[config.mk]
export PLATFORM = sky130hd
export DESIGN_NAME = mem_port_arbiter
export DESIGN_NICKNAME = d
export VERILOG_FILES = /design/src/rtl/mem_port_arbiter.sv
export SDC_FILE = /design/constraint.sdc
export NUM_CORES = 2
export LEC_CHECK = 0
export ABC_AREA = 1
export BUFFER_PORTS_ARGS = -buffer_cell sky130_fd_sc_hd__buf_2
export CELL_PAD_IN_SITES_DETAIL_PLACEMENT = 1
export CELL_PAD_IN_SITES_GLOBAL_PLACEMENT = 1
export CORE_AREA = 2 2 632 634
export DETAILED_ROUTE_END_ITERATION = 16
export DIE_AREA = 0 0 634 636
export PLACE_DENSITY_LB_ADDON = 0.1
export SLEW_MARGIN = 20
export SYNTH_ARGS = -nofsm -noshare
export SYNTH_HDL_FRONTEND = slang
export SYNTH_SLANG_ARGS = --single-unit
[constraint.sdc]
create_clock -name clk_i -period 23.5 [get_ports clk_i]
set_input_delay 1.175 -clock clk_i [delete_from_list [all_inputs] [get_ports clk_i]]
set_output_delay 1.175 -clock clk_i [all_outputs]
set_load 0.01 [all_outputs]
[src/rtl/mem_port_arbiter.sv]
// mem_port_arbiter
//   Two-requester arbiter in front of the shared line-wide data memory.
//   Port 0 is the D-cache controller and port 1 is the I-cache/prefetch refill
//   path. One requester is granted at a time. Its request is latched into the
//   mem_* registers and held on the memory port until mem_ack_i. The ack and
//   the line then go back to the granted requester one cycle later.
//
//   Optional feature: define MEM_ARB_ROUND_ROBIN_EN to replace the fixed
//   port-0 priority with a round-robin tie-break. Without the macro, port 0
//   always wins when both ports request.
//
// Ports
//   clk_i, rst_i                  clock, asynchronous active-high reset
//   reqN_enable_i / reqN_write_i  request and write(1)/read(0) for port N
//   reqN_addr_i / reqN_data_i     byte address and write line for port N
//   reqN_ack_o                    one-cycle done pulse for port N
//   reqN_data_o                   read line (or echoed write line), valid with
//                                 the ack and held afterwards
//   mem_enable_o / mem_write_o    memory request / write
//   mem_addr_o / mem_data_o       memory address / write line
//   mem_ack_i                     memory done (one cycle)
//   mem_data_i                    memory read line, valid the cycle after ack
//   err_o                         sticky handshake-timeout flag
module mem_port_arbiter #(
  parameter int ADDR_W  = 32,
  parameter int DATA_W  = 256,
  parameter int TIMEOUT = 31
) (
  input  logic              clk_i,
  input  logic              rst_i,
  input  logic              req0_enable_i,
  input  logic              req0_write_i,
  input  logic [ADDR_W-1:0] req0_addr_i,
  input  logic [DATA_W-1:0] req0_data_i,
  output logic              req0_ack_o,
  output logic [DATA_W-1:0] req0_data_o,
  input  logic              req1_enable_i,
  input  logic              req1_write_i,
  input  logic [ADDR_W-1:0] req1_addr_i,
  input  logic [DATA_W-1:0] req1_data_i,
  output logic              req1_ack_o,
  output logic [DATA_W-1:0] req1_data_o,
  output logic              mem_enable_o,
  output logic              mem_write_o,
  output logic [ADDR_W-1:0] mem_addr_o,
  output logic [DATA_W-1:0] mem_data_o,
  input  logic              mem_ack_i,
  input  logic [DATA_W-1:0] mem_data_i,
  output logic              err_o
);

  typedef enum logic [1:0] {IDLE, MEM, RESP} state_t;

  localparam logic [7:0] TIMEOUT_L = 8'(TIMEOUT);

  state_t              state_reg;
  logic                grant_reg;
  logic                mem_enable_reg;
  logic                mem_write_reg;
  logic [ADDR_W-1:0]   mem_addr_reg;
  logic [DATA_W-1:0]   mem_data_reg;
  logic [7:0]          wait_cnt_reg;
  logic                err_reg;
  logic                ack0_reg;
  logic                ack1_reg;
  logic [DATA_W-1:0]   data0_hold_reg;
  logic [DATA_W-1:0]   data1_hold_reg;

  logic                any_req;
  logic                winner;
  logic [7:0]          wait_cnt_next;
  logic [DATA_W-1:0]   resp_line;

  assign any_req = req0_enable_i | req1_enable_i;

`ifdef MEM_ARB_ROUND_ROBIN_EN
  // Pointer holds the last-granted port; on a tie the other port wins.
  logic rr_ptr_reg;

  always_comb begin
    winner = req1_enable_i & ~req0_enable_i;
    if (req0_enable_i && req1_enable_i) begin
      winner = ~rr_ptr_reg;
    end
  end

  always_ff @(posedge clk_i or posedge rst_i) begin
    if (rst_i) begin
      rr_ptr_reg <= 1'b1;
    end else if (state_reg == IDLE && any_req) begin
      rr_ptr_reg <= winner;
    end
  end
`else
  // Fixed priority: port 1 wins only when port 0 is idle.
  assign winner = ~req0_enable_i;
`endif

  assign wait_cnt_next = (wait_cnt_reg == 8'hFF) ? 8'hFF : wait_cnt_reg + 8'd1;

  // The read line arrives the cycle after mem_ack_i, which is the RESP cycle.
  // It therefore bypasses the hold register during the ack pulse. Writes
  // echo the latched line.
  assign resp_line = mem_write_reg ? mem_data_reg : mem_data_i;

  always_ff @(posedge clk_i or posedge rst_i) begin
    if (rst_i) begin
      state_reg      <= IDLE;
      grant_reg      <= 1'b0;
      mem_enable_reg <= 1'b0;
      mem_write_reg  <= 1'b0;
      mem_addr_reg   <= '0;
      mem_data_reg   <= '0;
      wait_cnt_reg   <= 8'd0;
      err_reg        <= 1'b0;
      ack0_reg       <= 1'b0;
      ack1_reg       <= 1'b0;
      data0_hold_reg <= '0;
      data1_hold_reg <= '0;
    end else begin
      ack0_reg <= 1'b0;
      ack1_reg <= 1'b0;
      case (state_reg)
        IDLE: begin
          if (any_req) begin
            grant_reg      <= winner;
            mem_write_reg  <= winner ? req1_write_i : req0_write_i;
            mem_addr_reg   <= winner ? req1_addr_i  : req0_addr_i;
            mem_data_reg   <= winner ? req1_data_i  : req0_data_i;
            mem_enable_reg <= 1'b1;
            wait_cnt_reg   <= 8'd0;
            state_reg      <= MEM;
          end
        end
        MEM: begin
          wait_cnt_reg <= wait_cnt_next;
          // A completion that arrives exactly on the limit is not a timeout.
          if (!mem_ack_i && wait_cnt_next >= TIMEOUT_L) begin
            err_reg <= 1'b1;
          end
          if (mem_ack_i) begin
            mem_enable_reg <= 1'b0;
            ack0_reg       <= ~grant_reg;
            ack1_reg       <= grant_reg;
            state_reg      <= RESP;
          end
        end
        RESP: begin
          if (grant_reg) begin
            data1_hold_reg <= resp_line;
          end else begin
            data0_hold_reg <= resp_line;
          end
          state_reg <= IDLE;
        end
        default: state_reg <= IDLE;
      endcase
    end
  end

  assign req0_ack_o   = ack0_reg;
  assign req1_ack_o   = ack1_reg;
  assign req0_data_o  = ack0_reg ? resp_line : data0_hold_reg;
  assign req1_data_o  = ack1_reg ? resp_line : data1_hold_reg;
  assign mem_enable_o = mem_enable_reg;
  assign mem_write_o  = mem_write_reg;
  assign mem_addr_o   = mem_addr_reg;
  assign mem_data_o   = mem_data_reg;
  assign err_o        = err_reg;

endmodule

==> flow_summary.yaml <==
die:
  die_area_mm2: 0.403
  floorplan.die.width_um: 634
  top_level_ports: 1644
  placeableCoreArea_mm2: 0.397
  floorplan.rows: 232
  die_height_um: 636
  start_util_pct: 10.3
yosys:
  yosys.area.top_type: "sky130_fd_sc_hd__dfrtp_1"
  synth_adder_area_share_pct: 0.0306
  synth.distinct_cells: 22
  syn-instance-count: 5320
  synth.ff_latch_count: 816
  number_of_synthesis_warnings: 0
  post_synth_mux_area_share_pct: 0
  synth_compound_gate_area_share_pct: 24.6
  synth_top_family_by_area: "compound AO/OA/AOI/OAI gates"
  synth.avg_cell_area_um2: 7.68
  synth_area_mm2: 0.0409
  postSynthNetCount: 6160
  synth.top_cell.area_share_pct: 49.9
  synth_area_leaders: "sky130_fd_sc_hd__dfrtp_1, sky130_fd_sc_hd__nand2_1, sky130_fd_sc_hd__o21ai_0, sky130_fd_sc_hd__o21ai_1, sky130_fd_sc_hd__inv_1"
  yosysSeqAreaShare_pct: 49.9
  synth_simple_gate_area_share_pct: 15.2
  post_synth_xor_area_fraction_pct: 0
power_and_ir_drop:
  vdd_drop_max_uv: 53.6
  comb_power_share_pct: 52.2
  total_leakage_power_nw: 29.1
  power.switching_mw: 4.78
  p_seq_share_pct: 26.5
  internal-power_mw: 4.72
  switching_share_pct: 50.3
  pwr_density_cell_mw_per_mm2: 161
  power_frac_clock_pct: 21.2
place:
  io_buffer_count: 1643
  gp_congestion: 0.855
  hpwlAfterDp_um: 255000
layout:
  drive_above_1_share_pct: 28.4
  final_util_pct: 14.9
  num-nets-final: 7656
  area_delta_synth_final_pct: 44.6
route:
  viasPerCell: 3.58
  drt_pass1_iterations: 8
  drt-total-wl_um: 319000
  number_of_drc_markers_after_the_initial_detailed_route_iteration: 2153
  average_wire_per_cell_in_the_routed_design_um: 26.1
  detailroute.via_count: 43703
  drtAntennaViolNets: 0
  drc_errors: 0
clock_tree:
  cts_max_level: 4
  tritoncts_clock_tree: "done"
  cts.clk_slew.worst_paths_ns: 0.05
  clock_sinks: 816
  insertion_delay_ns: 0.82
  clock_path_buffers: 4
  cts.repair.resized: 0
  numCtsBuffers: 136
  holdBufCountCts: 0
  cts_root_buffer: "sky130_fd_sc_hd__clkbuf_16"
  cts.repair_timing.setup_buffer_count: 0
global_route:
  gr-total-overflow: 0
  grt_antenna_before_repair: 197
  groute.usage.overall_pct: 15.3
  grt_pass1_vias: 45239
  grt_start_max_net_pins: 159
  grt_pass1_wl_um: 423000
worst_setup_path:
  timing.critical_path.cells: "buf_4 -> buf_4 -> buf_4 -> buf_4 -> o21ai_1 -> o21ai_0 -> buf_2"
  critPathRequiredTime_ns: 22.33
  start_kind: "register"
  worst_path_dominant_cell_family: "buffers and inverters"
  path_buf_inv: 5
  setup.worst_path.class: "reg2out"
  cp.arrival_ns: 4.99
  critical_path.max_fanout: 53
  cell_mode_on_critical_path: "sky130_fd_sc_hd__buf_4"
  worst_setup_path_end_kind: "output pin"
  cpPeakStageDelay_ns: 0.84
  crit_slowest_cell: "sky130_fd_sc_hd__dfrtp_4"
run:
  max_cap_violations: 0
timing:
  relSlewSlack_pct: 18.2
  setup-violations-final: 0
  fmax_mhz: 162
  finalSetupTns_ns: 0
  tightest_slew_ns: 1.21
  worst_clock_skew_ns: 0.0371
  timing_max_transition_violations_final: 0
  worst_hold_slack_ns: 0.476
  finalWorstPathRequiredPeriod_ns: 6.17
  grt_setup_unrepaired: "no"
  finalHoldViolations: 0
  min_period_over_period_pct: 26.2
status:
  run_status: "finished, final reports clean"
hold_path:
  hp_class: "reg2reg"
-- worst register-to-register path, stage by stage, from the launching register on --
cell and delay [ns]:
sky130_fd_sc_hd__dfrtp_1 0.46, sky130_fd_sc_hd__nor2_1 0.21, sky130_fd_sc_hd__o21ai_4 0.07, sky130_fd_sc_hd__buf_4 0.36
sky130_fd_sc_hd__inv_16 0.56, sky130_fd_sc_hd__buf_4 0.96, sky130_fd_sc_hd__buf_4 0.77, sky130_fd_sc_hd__buf_4 0.65
sky130_fd_sc_hd__o211ai_1 0.27, sky130_fd_sc_hd__o21ai_1 0.14
-- power groups by stage --
stage                     sequential (mW)  combinational, mW  clock, mW
after floorplan                      2.57               2.21          0
after detailed placement             2.54               5.20          0
final                                2.52               4.96       2.02
after CTS                            2.53               5.22       2.13
after global placement               2.53               5.18          0
after global routing                 2.62               5.53       2.16
-- stage by stage --
| step | area [µm²] | total power, mW | worst slack, ns | cells |
|---|---|---|---|---|
| 2_1_floorplan | 40900 | 4.78 | 11.12 | 5320 |
| 3_3_place_gp | 54700 | 7.70 | 17.16 | 11939 |
| 3_5_place_dp | 54700 | 7.74 | 17.22 | 11942 |
| 4_1_cts | 59000 | 9.88 | 17.00 | 12172 |
| 5_1_grt | 59000 | 10.3 | 16.86 | 12183 |
| 6_report | 59100 | 9.50 | 17.33 | 12223 |
-- cells by family (layout without fill, tap and decap cells) --
group,count (synthesis),count (layout)
buffers and inverters,974,2562
adder cells (fa/ha/maj),1,1
flip-flops,816,816
AND/OR/NAND/NOR,1651,1651
other,0,50
AO/OA/AOI/OAI,1878,1878
-- per-layer routing --
layer  part of all wire, %  up-vias  GRT usage [%]
li1                      -    20426              -
met1                    38    21402           16.9
met2                    52     1322           28.5
met3                   7.6      477           4.79
met4                   2.2       76           2.98
met5                  0.15        -              0
-- cell usage after synthesis --
library cell / n
sky130_fd_sc_hd__nand2_1: 1625
sky130_fd_sc_hd__o21ai_0: 1006
sky130_fd_sc_hd__dfrtp_1: 816
sky130_fd_sc_hd__o21ai_1: 611
sky130_fd_sc_hd__inv_1: 560
sky130_fd_sc_hd__o211ai_1: 256
sky130_fd_sc_hd__clkbuf_1: 255
sky130_fd_sc_hd__buf_2: 68
sky130_fd_sc_hd__buf_6: 45
sky130_fd_sc_hd__buf_4: 26
sky130_fd_sc_hd__buf_1: 16
sky130_fd_sc_hd__nor2_1: 10
sky130_fd_sc_hd__nand3_1: 8
sky130_fd_sc_hd__nor3_1: 4
sky130_fd_sc_hd__a21oi_1: 3
sky130_fd_sc_hd__inv_2: 3
sky130_fd_sc_hd__nand3_2: 2
sky130_fd_sc_hd__o22ai_1: 2
sky130_fd_sc_hd__ha_1: 1
sky130_fd_sc_hd__inv_4: 1
sky130_fd_sc_hd__nand4_1: 1
sky130_fd_sc_hd__or2_2: 1
-- layout by cell type (no fill, tap or decap), types with 4 or more instances in the layout --
cell,count
sky130_fd_sc_hd__clkbuf_8,23
sky130_fd_sc_hd__nor3_1,4
sky130_fd_sc_hd__clkbuf_16,139
sky130_fd_sc_hd__inv_1,559
sky130_fd_sc_hd__o211ai_1,256
sky130_fd_sc_hd__diode_2,50
sky130_fd_sc_hd__o21ai_1,631
sky130_fd_sc_hd__nor2_1,10
sky130_fd_sc_hd__dfrtp_1,815
sky130_fd_sc_hd__buf_12,6
sky130_fd_sc_hd__clkinv_2,4
sky130_fd_sc_hd__o21ai_2,6
sky130_fd_sc_hd__buf_2,1642
sky130_fd_sc_hd__clkinv_8,5
sky130_fd_sc_hd__buf_4,116
sky130_fd_sc_hd__o21ai_0,979
sky130_fd_sc_hd__clkbuf_1,50
sky130_fd_sc_hd__nand3_1,8
sky130_fd_sc_hd__nand2_1,1625
-- area by class of cell --
| class | instances | area [µm²] |
|---|---|---|
| multi-input cells | 3530 | 16300 |
| fillers | 47773 | 338000 |
| diodes | 50 | 125 |
| repair buffers | 1768 | 9280 |
| flip-flops and latches | 816 | 20400 |
| clock inverters | 18 | 241 |
| clock buffers | 212 | 3980 |
| well taps | 5265 | 6590 |
| inverters | 564 | 2150 |
-- final timing paths --
| kind | startpoint | to | slack (ns) | cells after the start |
|---|---|---|---|---|
| setup / recovery | mem_write_o | req1_data_o[84] | 17.33 | 7 |
| hold / removal | err_o | err_o | 0.48 | 2 |
| setup reg to reg | state_reg[1] | mem_data_o[108] | 18.97 | 9 |
| hold reg to reg | err_o | err_o | 0.48 | 2 |
| max in group asynchronous | rst_i | mem_data_o[209] | 18.34 | 7 |
| min in group asynchronous | rst_i | data1_hold_reg[45] | 0.51 | 2 |
Note: power is estimated with default switching activity, not from simulation.
